[config.mk]
export PLATFORM = sky130hd
export DESIGN_NAME = sumador_multibyte_ctrl
export DESIGN_NICKNAME = d
export VERILOG_FILES = /design/src/rtl/sumador_multibyte_ctrl.sv
export SDC_FILE = /design/constraint.sdc
export NUM_CORES = 1
export LEC_CHECK = 0
export ABC_CLOCK_PERIOD_IN_PS = 3100
export BUFFER_PORTS_ARGS = -buffer_cell sky130_fd_sc_hd__buf_2
export CORE_MARGIN = 5
export CORE_UTILIZATION = 35
export DETAILED_ROUTE_END_ITERATION = 6
export GPL_TIMING_DRIVEN = 0
export HOLD_SLACK_MARGIN = 0.08
export PLACE_DENSITY = 0.54
export SKIP_CTS_REPAIR_TIMING = 1
export SLEW_MARGIN = 20
export SYNTH_ARGS = -nofsm -noshare
export SYNTH_HDL_FRONTEND = slang
export SYNTH_HIERARCHICAL = 1
export SYNTH_SLANG_ARGS = --single-unit
[constraint.sdc]
create_clock -name clk -period 3.1 [get_ports clk]
set_input_delay 0.465 -clock clk [delete_from_list [all_inputs] [get_ports clk]]
set_output_delay 0.465 -clock clk [all_outputs]
set_load 0.02 [all_outputs]
[src/rtl/sumador_multibyte_ctrl.sv]
// Purpose: multi-byte adder sequencer driving one shared 8-bit adder, LSB byte first, carry chained in a register.
// Latency: start accepted at edge E0, done pulses in the cycle after edge E0+NBYTES; ready again one cycle later.
// Backpressure: start is only accepted while ready=1; starts during RUN/DONE are dropped. Optional: SUMADOR_RESTA_EN adds sub/ovf.

// Existing 8-bit adder block, kept with its original port names.
module sumador8 (
  input  logic [7:0] A,
  input  logic [7:0] B,
  input  logic       Cin,
  output logic [8:0] S
);
  assign S = {1'b0, A} + {1'b0, B} + {8'd0, Cin};
endmodule

module sumador_multibyte_ctrl #(
  parameter int NBYTES = 4
) (
  input  logic                  clk,
  input  logic                  rst,
  input  logic                  start,
  input  logic [8*NBYTES-1:0]   a,
  input  logic [8*NBYTES-1:0]   b,
  input  logic                  cin,
`ifdef SUMADOR_RESTA_EN
  input  logic                  sub,
  output logic                  ovf,
`endif
  output logic                  ready,
  output logic                  busy,
  output logic                  done,
  output logic [8*NBYTES-1:0]   result,
  output logic                  cout
);

  localparam int W  = 8 * NBYTES;
  localparam int CW = $clog2(NBYTES) + 1;

  typedef enum logic [1:0] {S_IDLE, S_RUN, S_DONE} state_t;

  state_t          state, state_nxt;
  logic [W-1:0]    a_reg, b_reg;
  logic            carry;
  logic [CW-1:0]   cnt;
  logic [7:0]      a_byte, b_byte, b_in;
  logic [8:0]      s;
  logic            last;
`ifdef SUMADOR_RESTA_EN
  logic            sub_reg;
  logic            carry_in_msb;
`endif

  // Select the operand byte addressed by the counter; subtraction inverts the B byte.
  always_comb begin
    a_byte = '0;
    b_byte = '0;
    for (int i = 0; i < NBYTES; i++) begin
      if (cnt == CW'(i)) begin
        a_byte = a_reg[8*i +: 8];
        b_byte = b_reg[8*i +: 8];
      end
    end
`ifdef SUMADOR_RESTA_EN
    b_in = sub_reg ? ~b_byte : b_byte;
`else
    b_in = b_byte;
`endif
  end

  assign last = (cnt == CW'(NBYTES - 1));

`ifdef SUMADOR_RESTA_EN
  // Carry into bit 7 of the current byte, recovered from the sum bit.
  assign carry_in_msb = a_byte[7] ^ b_in[7] ^ s[7];
`endif

  sumador8 u_add (
    .A   (a_byte),
    .B   (b_in),
    .Cin (carry),
    .S   (s)
  );

  // Next-state and handshake outputs decoded from the state.
  always_comb begin
    state_nxt = state;
    ready     = 1'b0;
    busy      = 1'b0;
    done      = 1'b0;
    case (state)
      S_IDLE: begin
        ready = 1'b1;
        if (start) state_nxt = S_RUN;
      end
      S_RUN: begin
        busy = 1'b1;
        if (last) state_nxt = S_DONE;
      end
      S_DONE: begin
        done      = 1'b1;
        state_nxt = S_IDLE;
      end
      default: state_nxt = S_IDLE;
    endcase
  end

  // State register.
  always_ff @(posedge clk) begin
    if (rst) state <= S_IDLE;
    else     state <= state_nxt;
  end

  // Operand capture, per-byte result write-back and carry chaining.
  always_ff @(posedge clk) begin
    if (rst) begin
      a_reg   <= '0;
      b_reg   <= '0;
      carry   <= 1'b0;
      cnt     <= '0;
      result  <= '0;
      cout    <= 1'b0;
`ifdef SUMADOR_RESTA_EN
      sub_reg <= 1'b0;
      ovf     <= 1'b0;
`endif
    end else begin
      case (state)
        S_IDLE: begin
          if (start) begin
            a_reg <= a;
            b_reg <= b;
            cnt   <= '0;
`ifdef SUMADOR_RESTA_EN
            sub_reg <= sub;
            carry   <= sub ? 1'b1 : cin;
`else
            carry   <= cin;
`endif
          end
        end
        S_RUN: begin
          for (int i = 0; i < NBYTES; i++) begin
            if (cnt == CW'(i)) result[8*i +: 8] <= s[7:0];
          end
          carry <= s[8];
          if (last) begin
            cout <= s[8];
`ifdef SUMADOR_RESTA_EN
            ovf  <= carry_in_msb ^ s[8];
`endif
          end else begin
            cnt <= cnt + CW'(1);
          end
        end
        default: ;
      endcase
    end
  end

endmodule

==> summary.log, run 1 <==
qor: yosys.synth_fp_nets 649
qor: layout.num_antenna_cells 0
qor: drt.drt_drc_violations_left 0
qor: sta.clock-skew-final 0.0127 ns
qor: layout.postLayoutCoreUtil 46.0%
qor: yosys.synth.yosys.warnings 6
qor: global_routing.grt_pass1_wl 21500 um
qor: worst_hold_path.worstHoldPathType input pin to flip-flop
qor: yosys.synth.ff_latch_count 103
qor: global_routing.overflow 0
qor: layout.total_area_of_multi_input_combinational_cells 2400 um^2
qor: sta.fmax 336 MHz
qor: sta.setup-violations-final 0
qor: critical_path.critPathArrivalTime 3.24 ns
qor: global_routing.number_of_global_route_vias_before_repair 4259
qor: yosys.netlist_instances 567
qor: place.place.gp.congestion 0.779
qor: sta.worst_hold_slack 0.347 ns
qor: floorplanning.initial_utilization 36.0%
qor: drt.via_per_inst 5.00
qor: drt.drt_iter0_drc 218
qor: floorplanning.top_level_ports 104
qor: layout.layout.nets 767
qor: yosys.synth_ff_type sky130_fd_sc_hd__dfxtp_1
qor: sta.tightest_slew_margin_relative_to_the_limit 59.1%
qor: cts.clock_tree.htree_level_count 3
qor: place.dpl.cell_count 841
qor: sta.drv_slew 0
qor: sta.finalCriticalPeriod 2.98 ns
qor: pwr.vdd.ir_drop.worst 334 uV
qor: critical_path.worst-path-max-fanout 10
qor: critical_path.critical_path_class flip-flop to flip-flop
qor: sta.hold_viol_final 0
qor: drt.wirelength 13800 um
qor: job.max-cap-violations 0
qor: critical_path.worst_path_most_repeated_cell sky130_fd_sc_hd__fa_2
qor: cts.cts.clk_slew.worst_paths 0.07 ns
qor: cts.max-clock-path-buffers 2
qor: global_routing.grt_use_total 17.4%
qor: yosys.synth-seq-area-share 45.0%
qor: layout.areaGrowthSynthToFinish 27.9%
qor: cts.cts_tree done
qor: drt.routed-via-count 4306
qor: floorplanning.number_of_rows_in_the_core_area 41
qor: cts.tritoncts_num_sinks 103
qor: floorplanning.die_w 124 um
qor: floorplanning.die_h 124 um
qor: sta.timing.setup.tns 0 ns
qor: yosys.synth_area_per_cell 8.08 um^2
qor: critical_path.cpMaxStageDelayCell sky130_fd_sc_hd__fa_2
qor: drt.drt.antenna.violating_nets 0
qor: layout.filler_cell_count 1341
qor: pwr.p_leak 2.40 nW
qor: status.outcome completed
qor: pwr.p_total 0.00320 W
qor: critical_path.crit_path_cell_trace ha_1 -> ha_4 -> clkbuf_2 -> a32o_2 -> fa_2 -> fa_2 -> a21oi_2 -> o21bai_2 -> xor2_2 -> nand3_1 -> a21oi_1
qor: place.numPortBuffers 102
qor: global_routing.grt_max_degree 16
qor: critical_path.critPathCaptureType flip-flop
qor: pwr.cellPowerDensity 546 nW/um^2
qor: layout.ff_latch_area 2070 um^2
qor: critical_path.critical_path.max_stage_delay 0.39 ns
qor: sta.period_share 96.0%
qor: critical_path.timing.critical_path.required 3.37 ns
qor: drt.wire_per_inst 16.0 um
qor: cts.clock-root-buffer sky130_fd_sc_hd__clkbuf_16
qor: floorplanning.area_of_the_core 12700 um^2
qor: cts.clock_buffers_created_by_tritoncts 9
qor: layout.layout.cells.non_filler 861
qor: cts.clkLatencyLatePin 0.35 ns
qor: sta.timing_worst_slew_pin_value 0.613 ns
qor: layout.layout-drive-gt1-share 26.4%
qor: yosys.postSynth.asyncResetShare 0%
qor: global_routing.antenna_violations_before_repair 0
qor: place.dp_hpwl 10400 um
qor: yosys.post_synth_instance_area 4580 um^2
qor: critical_path.path_delay_family adder cells
qor: yosys.yosys.cell_types.count 35
qor: critical_path.worstSetupStartpointType flip-flop
qor: drt.drt_pre_antenna_iters 5
qor: yosys.synth-edff-count 0
qor: critical_path.critPathBufInv 1
qor: floorplanning.dieArea 15500 um^2
## power by group
part / internal (W) / switching, W / leakage [nW]
Clock: 0.000723 / 0.000479 / 0.155
Sequential: 0.00139 / 0.0000387 / 0.843
Combinational: 0.000233 / 0.000332 / 1.40
Total: 0.00235 / 0.000850 / 2.40
## path summary, 6_finish.rpt
check	from	to	slack [ns]	cells past startpoint
max	cnt[0]	result[28]	0.12	11
min	a[5]	a_reg[5]	0.35	3
max reg2reg	cnt[0]	result[28]	0.12	11
min reg2reg	result[25]	result[25]	0.45	2
## stage by stage
stage                     cell area, um^2  worst slack (ns)
after detailed placement             5310            -0.585
after global routing                 5860           -0.0175
after floorplan                      4580            0.0107
after CTS                            5620            -0.603
after global placement               5310            -0.538
final                                5860             0.125
## cell usage in the layout, fill, tap and decap left out, types with 2 or more instances in the layout
cell type                     n
sky130_fd_sc_hd__nand2_1    155
sky130_fd_sc_hd__buf_2      120
sky130_fd_sc_hd__dfxtp_1    100
sky130_fd_sc_hd__a21oi_1     92
sky130_fd_sc_hd__nor2_1      27
sky130_fd_sc_hd__mux2i_1     24
sky130_fd_sc_hd__nand2b_1    18
sky130_fd_sc_hd__a32o_1      14
sky130_fd_sc_hd__nand3_1     14
sky130_fd_sc_hd__o21ai_0     13
sky130_fd_sc_hd__clkbuf_1    12
sky130_fd_sc_hd__clkbuf_16   10
sky130_fd_sc_hd__buf_6        7
sky130_fd_sc_hd__buf_4        6
sky130_fd_sc_hd__a21oi_2      6
sky130_fd_sc_hd__ha_1         6
sky130_fd_sc_hd__ha_4         5
sky130_fd_sc_hd__inv_1        4
sky130_fd_sc_hd__nor2b_1      3
sky130_fd_sc_hd__o21ai_1      3
sky130_fd_sc_hd__nand3b_1     3
sky130_fd_sc_hd__nor4bb_1     3
sky130_fd_sc_hd__clkbuf_2     2
sky130_fd_sc_hd__clkbuf_4     2
sky130_fd_sc_hd__a32o_2       2
sky130_fd_sc_hd__inv_2        2
sky130_fd_sc_hd__or3b_1       2
sky130_fd_sc_hd__nor3_1       2
sky130_fd_sc_hd__clkinv_2     2
sky130_fd_sc_hd__bufinv_16    2
sky130_fd_sc_hd__dfxtp_4      2
sky130_fd_sc_hd__a21o_1       2
sky130_fd_sc_hd__a311o_1      2
sky130_fd_sc_hd__fa_2         2
## logic make-up after synthesis
kind of cell | after synthesis | synth area share, %
buf+inv | 50 | 5.25
fa+ha+maj | 14 | 4.15
simple gates | 232 | 21.7
mux | 24 | 5.25
flops | 103 | 45.0
compound gates | 140 | 17.8
xor+xnor | 4 | 0.765
## cell usage after synthesis (all sizes together) (3+ instances only)
cell type,n,area (um^2)
nor2,28,105
a21oi,98,494
inv,7,26.3
ha,12,150
dfxtp,103,2060
nand3,14,70.1
buf,22,135
nor4bb,3,30.0
nand2,155,582
nand3b,3,22.5
o21ai,17,85.1
nand2b,18,113
mux2i,24,240
clkbuf,21,78.8
a32o,16,160
nor2b,3,18.8
## worst register-to-register path, cell delays in order, from the launching register on
cell and delay [ns]:
sky130_fd_sc_hd__dfxtp_4 0.37, sky130_fd_sc_hd__ha_1 0.23, sky130_fd_sc_hd__ha_4 0.20, sky130_fd_sc_hd__clkbuf_2 0.23
sky130_fd_sc_hd__a32o_2 0.29, sky130_fd_sc_hd__fa_2 0.37, sky130_fd_sc_hd__fa_2 0.39, sky130_fd_sc_hd__a21oi_2 0.18
sky130_fd_sc_hd__o21bai_2 0.11, sky130_fd_sc_hd__xor2_2 0.26, sky130_fd_sc_hd__nand3_1 0.11, sky130_fd_sc_hd__a21oi_1 0.15
## area by class of cell
cell class	count	area share, %
Clock inverter	4	1.20
Clock buffer	11	4.14
Tap cell	172	3.67
Buffer	42	4.44
Timing Repair Buffer	108	9.74
Inverter	7	0.491
Sequential cell	103	35.4
Multi-Input combinational cell	414	41.0
## routing by layer
metal,vias to the layer above,global-route usage (%),wire length (um)
met5,-,0,0
met1,2045,22.9,6530
met3,12,4.20,555
met2,97,28.7,6580
li1,2152,-,-
met4,0,4.26,143
Note: power is estimated with default switching activity, not from simulation.
==> inputs of run 2 (changes only) <==
--- a/config.mk
+++ b/config.mk
@@ -6,16 +6,17 @@
 export NUM_CORES = 1
 export LEC_CHECK = 0
 export ABC_CLOCK_PERIOD_IN_PS = 3100
-export BUFFER_PORTS_ARGS = -buffer_cell sky130_fd_sc_hd__buf_2
 export CORE_MARGIN = 5
 export CORE_UTILIZATION = 35
 export DETAILED_ROUTE_END_ITERATION = 6
+export DONT_BUFFER_PORTS = 1
 export GPL_TIMING_DRIVEN = 0
 export HOLD_SLACK_MARGIN = 0.08
-export PLACE_DENSITY = 0.54
+export PLACE_DENSITY = 0.47
 export SKIP_CTS_REPAIR_TIMING = 1
 export SLEW_MARGIN = 20
 export SYNTH_ARGS = -nofsm -noshare
 export SYNTH_HDL_FRONTEND = slang
 export SYNTH_HIERARCHICAL = 1
 export SYNTH_SLANG_ARGS = --single-unit
+export TNS_END_PERCENT = 50
==> summary.log, run 2 (same netlist as run 1, synthesis figures left out) <==
qor: status.outcome completed
qor: pwr.power_frac_seq 47.7% [+3.0 points]
qor: layout.layout.cells.most_common_list 155 x sky130_fd_sc_hd__nand2_1, 100 x sky130_fd_sc_hd__dfxtp_1, 94 x sky130_fd_sc_hd__a21oi_1, 27 x sky130_fd_sc_hd__nor2_1, 24 x sky130_fd_sc_hd__mux2i_1
qor: cts.max-clock-path-buffers 2 [unchanged]
qor: global_routing.grt_use_total 17.5% [+0.11 points]
qor: sta.finalCriticalPeriod 3.02 ns [+0.0439 ns]
qor: floorplanning.area_of_the_core 12700 um^2 [unchanged]
qor: drt.drt.antenna.violating_nets 0 [unchanged]
qor: cts.cts_tree done
qor: sta.timing.setup.tns 0 ns [unchanged]
qor: critical_path.timing.critical_path.required 3.38 ns [about the same]
qor: place.numPortBuffers 0 [-100%]
qor: critical_path.crit_path_cell_trace clkinvlp_4 -> ha_4 -> buf_8 -> a21oi_2 -> o21ai_2 -> a32o_2 -> fa_2 -> fa_2 -> a21oi_4 -> o21bai_2 -> xor2_2 -> nand3_1 -> a21oi_1
qor: pwr.p_leak 1.95 nW [-19%]
qor: cts.clock_tree.htree_level_count 3 [unchanged]
qor: drt.drt_iter0_drc 285 [+31%]
qor: pwr.swShare 28.6% [+2.0 points]
qor: critical_path.critical_path_class flip-flop to flip-flop
qor: floorplanning.dieArea 15500 um^2 [unchanged]
qor: layout.layout-drive-gt1-share 14.8% [-12 points]
qor: sta.rsz0062_at_grt yes
qor: pwr.vdd.ir_drop.worst 317 uV [-5.1%]
qor: layout.areaGrowthSynthToFinish 18.1%
qor: drt.wire_per_inst 18.0 um [+12%]
qor: layout.total_area_of_multi_input_combinational_cells 2470 um^2 [+2.9%]
qor: sta.hold_viol_final 0 [unchanged]
qor: sta.clock-skew-final 0.00715 ns [-0.00554 ns]
qor: layout.postLayoutCoreUtil 42.5% [-3.5 points]
qor: sta.tightest_slew_margin_relative_to_the_limit 57.8% [-1.4 points]
qor: cts.clock-root-buffer sky130_fd_sc_hd__clkbuf_16
qor: job.max-cap-violations 0 [unchanged]
qor: floorplanning.number_of_rows_in_the_core_area 41 [unchanged]
qor: critical_path.worst_path_most_repeated_cell sky130_fd_sc_hd__fa_2
qor: sta.setup-violations-final 0 [unchanged]
qor: global_routing.grt_max_degree 17 [+1]
qor: sta.drv_slew 0 [unchanged]
qor: layout.filler_cell_count 1350 [+0.67%]
qor: cts.clkLatencyLatePin 0.35 ns [about the same]
qor: critical_path.cpMaxStageDelayCell sky130_fd_sc_hd__fa_2
qor: global_routing.grt_pass1_wl 21300 um [-1.0%]
qor: drt.drt_drc_violations_left 0 [unchanged]
qor: global_routing.antenna_violations_before_repair 0 [unchanged]
qor: pwr.cellPowerDensity 561 nW/um^2 [+2.8%]
qor: cts.tritoncts_num_sinks 103 [unchanged]
qor: place.dp_hpwl 10400 um [-0.67%]
qor: floorplanning.die_w 124 um [unchanged]
qor: floorplanning.die_h 124 um [unchanged]
qor: critical_path.worst-path-max-fanout 9 [-1]
qor: drt.via_per_inst 5.11 [+2.1%]
qor: pwr.netSwitchingPower 0.000867 W [+2.1%]
qor: layout.layout.cells.non_filler 765 [-11%]
qor: place.place.gp.congestion 0.810 [+4.1%]
qor: place.dpl.cell_count 739 [-12%]
qor: pwr.p_total 0.00303 W [-5.1%]
qor: critical_path.critPathArrivalTime 3.30 ns [+0.06 ns]
qor: sta.period_share 97.4% [+1.4 points]
qor: global_routing.number_of_global_route_vias_before_repair 3876 [-9.0%]
qor: critical_path.critical_path.max_stage_delay 0.40 ns [about the same]
qor: drt.drt_pre_antenna_iters 4 [-1]
qor: drt.routed-via-count 3907 [-9.3%]
qor: critical_path.worstSetupStartpointType flip-flop
qor: worst_hold_path.worstHoldPathType input pin to flip-flop
qor: sta.timing_worst_slew_pin_value 0.634 ns [+0.0205 ns]
qor: layout.num_antenna_cells 0 [unchanged]
qor: layout.final_common_cell sky130_fd_sc_hd__nand2_1
qor: floorplanning.top_level_ports 104 [unchanged]
qor: pwr.combinationalPowerShare 17.2% [-0.5 points]
qor: layout.layout.nets 670 [-13%]
qor: pwr.internal_power 0.00217 W [-7.7%]
qor: pwr.pwr-share-clk 35.1% [-2.5 points]
qor: floorplanning.initial_utilization 36.0% [unchanged]
qor: drt.wirelength 13800 um [-0.38%]
qor: sta.fmax 331 MHz [-1.5%]
qor: cts.cts.clk_slew.worst_paths 0.07 ns [about the same]
qor: layout.ff_latch_area 2070 um^2 [unchanged]
qor: cts.clock_buffers_created_by_tritoncts 9 [unchanged]
qor: critical_path.critPathCaptureType flip-flop
qor: sta.worst_hold_slack 0.241 ns [-0.106 ns]
qor: global_routing.overflow 0 [unchanged]
-- run 2: power groups by stage --
stage	clock network [W]	logic [W]	registers, W
6_report	0.00107	0.000521	0.00145
5_1_grt	0.00115	0.000575	0.00145
4_1_cts	0.00110	0.000457	0.00144
3_5_place_dp	0	0.000454	0.00147
3_3_place_gp	0	0.000447	0.00147
2_1_floorplan	0	0.000329	0.00146
-- run 2: per-layer routing --
metal / GRT usage (%) / share of wire (%) / vias to the layer above / wire (um)
li1: - / - / 1961 / -
met1: 22.6 / 46 / 1837 / 6280
met2: 27.2 / 46 / 89 / 6270
met3: 6.00 / 6.4 / 20 / 887
met4: 5.93 / 2.3 / 0 / 322
met5: 0 / 0 / - / 0
-- run 2: layout make-up --
| type | count | share of cell area [%] |
|---|---|---|
| buffer | 41 | 4.74 |
| multi-input combinational | 414 | 45.6 |
| inverter | 7 | 0.555 |
| timing repair buffer | 12 | 1.67 |
| clock inverter | 5 | 0.625 |
| sequential | 103 | 38.3 |
| tap | 172 | 3.98 |
| clock buffer | 11 | 4.49 |
-- run 2: worst max-delay path, delay by kind of cell, from the launching register on --
kind            cells  cell delay (ns)
xor+xnor            1             0.29
compound gates      6             0.92
flops               1             0.37
fa+ha+maj           3             0.98
buf+inv             2             0.28
simple gates        1             0.11
-- run 2: metrics by stage --
step	cell area, um^2	setup slack [ns]
floorplan	4580	0.0107
global placement	4790	-0.739
detailed placement	4790	-0.819
CTS	5070	-0.845
global route	5410	-0.0454
finish	5410	0.0807
-- run 2: path summary, 6_finish.rpt --
kind / endpoint / start / slack (ns) / depth (start not counted)
worst max-delay path: result[28] / cnt[0] / 0.08 / 13
worst min-delay path: b_reg[16] / b[16] / 0.24 / 2
worst max register to register: result[28] / cnt[0] / 0.08 / 13
worst min register to register: a_reg[20] / a_reg[20] / 0.45 / 2
==> inputs of run 3 (changes only) <==
--- a/config.mk
+++ b/config.mk
@@ -5,6 +5,7 @@
 export SDC_FILE = /design/constraint.sdc
 export NUM_CORES = 1
 export LEC_CHECK = 0
+export ABC_AREA = 1
 export ABC_CLOCK_PERIOD_IN_PS = 3100
 export CORE_MARGIN = 5
 export CORE_UTILIZATION = 35
==> summary.log, run 3 <==
qor: status.outcome completed
qor: drt.wire_per_inst 14.6 um [-19%]
qor: layout.finalInstanceArea 5600 um^2 [+3.6%]
qor: critical_path.worst_path_most_repeated_cell sky130_fd_sc_hd__nand2_1
qor: global_routing.grt.met3_usage 5.56% [-0.44 points]
qor: yosys.synth_commonest_cells 227 x sky130_fd_sc_hd__nor2_1, 128 x sky130_fd_sc_hd__nand2_1, 103 x sky130_fd_sc_hd__dfxtp_1
qor: sta.finalCriticalPeriod 2.92 ns [-0.0983 ns]
qor: floorplanning.area_of_the_core 13900 um^2 [+9.1%]
qor: yosys.synth.ff_latch_count 103 [unchanged]
qor: cts.clock_tree.htree_level_count 3 [unchanged]
qor: pwr.vdd.ir_drop.worst 241 uV [-24%]
qor: critical_path.critPathCaptureType flip-flop
qor: cts.clkLatencyLatePin 0.34 ns [about the same]
qor: cts.max-clock-path-buffers 2 [unchanged]
qor: sta.hold_viol_final 0 [unchanged]
qor: cts.clock_buffers_created_by_tritoncts 9 [unchanged]
qor: pwr.cellPowerDensity 584 nW/um^2 [+4.2%]
qor: yosys.synthMostInstantiatedCell sky130_fd_sc_hd__nor2_1
qor: layout.ff_latch_area 2070 um^2 [-0.18%]
qor: yosys.synth_area_per_cell 6.66 um^2 [-17%]
qor: yosys.netlist_instances 743 [+31%]
qor: global_routing.grt_max_degree 15 [-2]
qor: global_routing.met1_usage 21.3% [-1.3 points]
qor: floorplanning.number_of_rows_in_the_core_area 43 [+4.9%]
qor: yosys.synth-seq-area-share 41.6% [-3.4 points]
qor: floorplanning.die_h 129 um [+3.7%]
qor: critical_path.crit_path_cell_trace inv_8 -> buf_8 -> ha_1 -> buf_6 -> inv_4 -> buf_4 -> nand2_1 -> inv_1 -> nand2_1 -> nand2_1 -> fa_2 -> fa_2 -> nand2_1 -> nand2_2 -> nand3b_4 -> nand2_1 -> nand2_2 -> nand2_4 -> o21ai_1 -> nor2_1
qor: yosys.postSynth.asyncResetShare 0% [unchanged]
qor: critical_path.critPathArrivalTime 3.16 ns [-0.14 ns]
qor: layout.final_common_cell sky130_fd_sc_hd__nor2_1
qor: sta.clock-skew-final 0.00948 ns [+0.00233 ns]
qor: yosys.yosys.cell_types.count 29 [-17%]
qor: yosys.post_synth_main_area_contributors sky130_fd_sc_hd__dfxtp_1 42%, sky130_fd_sc_hd__nor2_1 17%, sky130_fd_sc_hd__nand2_1 9.7%
qor: place.place.gp.congestion 0.856 [+5.7%]
qor: sta.timing_worst_slew_pin_value 0.524 ns [-0.109 ns]
qor: yosys.synth_fp_nets 825 [+27%]
qor: sta.drv_slew 0 [unchanged]
qor: floorplanning.die_w 129 um [+3.7%]
qor: critical_path.setup.reg_to_reg.worst_slack 0.18 ns [+0.10 ns]
qor: critical_path.critical_path.max_stage_delay 0.38 ns [-0.02 ns]
qor: global_routing.grt_use_total 17.4% [-0.11 points]
qor: cts.tritoncts_num_sinks 103 [unchanged]
qor: critical_path.worstSetupStartpointType flip-flop
qor: yosys.post-synth-top-area-fraction 41.6% [-3.4 points]
qor: sta.fmax 342 MHz [+3.4%]
qor: layout.filler_cell_count 1534 [+14%]
qor: global_routing.antenna_violations_before_repair 4 [+4]
qor: pwr.p_total 0.00327 W [+7.9%]
qor: layout.layout-drive-gt1-share 9.80% [-5.0 points]
qor: yosys.synth_area_leader_cell sky130_fd_sc_hd__dfxtp_1
qor: yosys.post_synth_instance_area 4950 um^2 [+8.1%]
qor: sta.period_share 94.2% [-3.2 points]
qor: floorplanning.initial_utilization 35.7% [-0.33 points]
qor: sta.worst_hold_slack 0.186 ns [-0.0551 ns]
qor: job.max-cap-violations 0 [unchanged]
qor: place.dp_hpwl 11100 um [+7.2%]
qor: global_routing.grt.busiest_layer met2
qor: yosys.synth_ff_type sky130_fd_sc_hd__dfxtp_1
qor: global_routing.number_of_global_route_vias_before_repair 4406 [+14%]
qor: pwr.p_leak 2.61 nW [+34%]
qor: place.place_area 5180 um^2 [+8.0%]
qor: global_routing.grt_pass1_wl 22200 um [+4.3%]
qor: layout.total_area_of_multi_input_combinational_cells 2440 um^2 [-1.2%]
qor: cts.cts_tree done
qor: drt.wirelength 13800 um [+0.61%]
qor: drt.drt_pre_antenna_iters 4 [unchanged]
qor: layout.layout.nets 844 [+26%]
qor: drt.via_per_inst 4.62 [-9.5%]
qor: sta.tightest_slew_margin_relative_to_the_limit 64.8% [+7.0 points]
qor: critical_path.worst-path-max-fanout 10 [+1]
qor: drt.drt_drc_violations_left 0 [unchanged]
qor: worst_hold_path.worstHoldPathType input pin to flip-flop
qor: place.numPortBuffers 0 [unchanged]
qor: cts.cts.clk_slew.worst_paths 0.06 ns [about the same]
qor: sta.setup-violations-final 0 [unchanged]
qor: critical_path.timing.critical_path.required 3.34 ns [-0.04 ns]
qor: critical_path.cpMaxStageDelayCell sky130_fd_sc_hd__fa_2
qor: layout.postLayoutCoreUtil 40.4% [-2.1 points]
qor: layout.layout.cells.most_common_list 227 x sky130_fd_sc_hd__nor2_1, 125 x sky130_fd_sc_hd__nand2_1, 101 x sky130_fd_sc_hd__dfxtp_1, 66 x sky130_fd_sc_hd__inv_1, 63 x sky130_fd_sc_hd__o21ai_0
qor: drt.routed-via-count 4376 [+12%]
qor: floorplanning.top_level_ports 104 [unchanged]
qor: cts.clock-root-buffer sky130_fd_sc_hd__clkbuf_16
qor: yosys.synth.yosys.warnings 6 [unchanged]
qor: layout.areaGrowthSynthToFinish 13.1%
qor: drt.drt.antenna.violating_nets 0 [unchanged]
qor: floorplanning.dieArea 16600 um^2 [+7.4%]
qor: global_routing.grt_use_met2 28.4% [+1.2 points]
qor: critical_path.critical_path_class flip-flop to flip-flop
qor: drt.drt_iter0_drc 152 [-47%]
qor: global_routing.overflow 0 [unchanged]
qor: yosys.synth-edff-count 0 [unchanged]
-- run 3: cell types whose count changed in the layout (fill, tap and decap cells not counted), sizes merged, moves of 11 or more --
cell	before	now
nor2	28	233
a21oi	98	5
o21ai	17	98
inv	6	72
nand3	14	41
mux2i	24	0
nand2	155	132
nand2b	18	0
a32o	16	0
buf	40	29
-- run 3: report_power, final --
group	internal [W]	leakage, nW	switching [W]
registers	0.00142	0.849	0.0000829
clock network	0.000640	0.136	0.000461
logic	0.000238	1.63	0.000433
total	0.00230	2.61	0.000977
-- run 3: kinds of logic (layout without fill, tap and decap cells) --
logic type	after synthesis	in the layout	synth area share (%)
XOR/XNOR	3	3	0.531
flip-flops	103	103	41.6
buffers and inverters	110	132	9.73
AND/OR/NAND/NOR	410	410	33.8
adder cells (fa/ha/maj)	14	14	3.84
other	0	2	0
AO/OA/AOI/OAI	103	103	10.4
-- run 3: layout make-up --
class	instances	share of cell area [%]
Clock buffer	13	4.47
Antenna cell	2	0.0893
Tap cell	180	4.02
Inverter	75	5.32
Sequential cell	103	36.9
Buffer	35	4.09
Multi-Input combinational cell	530	43.5
Clock inverter	1	0.536
Timing Repair Buffer	8	1.07
-- run 3: worst paths after layout --
path	end	cells past startpoint	startpoint
setup / recovery	result[22]	20	cnt[2]
hold / removal	state[1]	1	rst
setup reg to reg	result[22]	20	cnt[2]
hold reg to reg	a_reg[11]	2	a_reg[11]
-- run 3: through the flow --
step                      setup TNS, ns  std cells  worst slack (ns)
after floorplan                       0        743            0.0710
after global placement            -7.22        923            -0.570
final                                 0        947             0.179
after global routing            -0.0343        946           -0.0172
after CTS                         -8.86        937            -0.623
after detailed placement          -8.32        923            -0.605
-- run 3: worst max-delay path, delay by kind of cell, from the launching register on --
kind,cells,cell delay (ns)
adders and majority gates,3,0.90
and+or+nand+nor,10,0.79
buffers and inverters,6,0.60
DFF,1,0.37
AOI/OAI and AO/OA,1,0.14
-- run 3: routing by layer --
metal	part of all wire, %	vias up
li1	-	2342
met2	47	97
met5	0.20	-
met4	1.2	6
met3	6.9	16
met1	44	1915
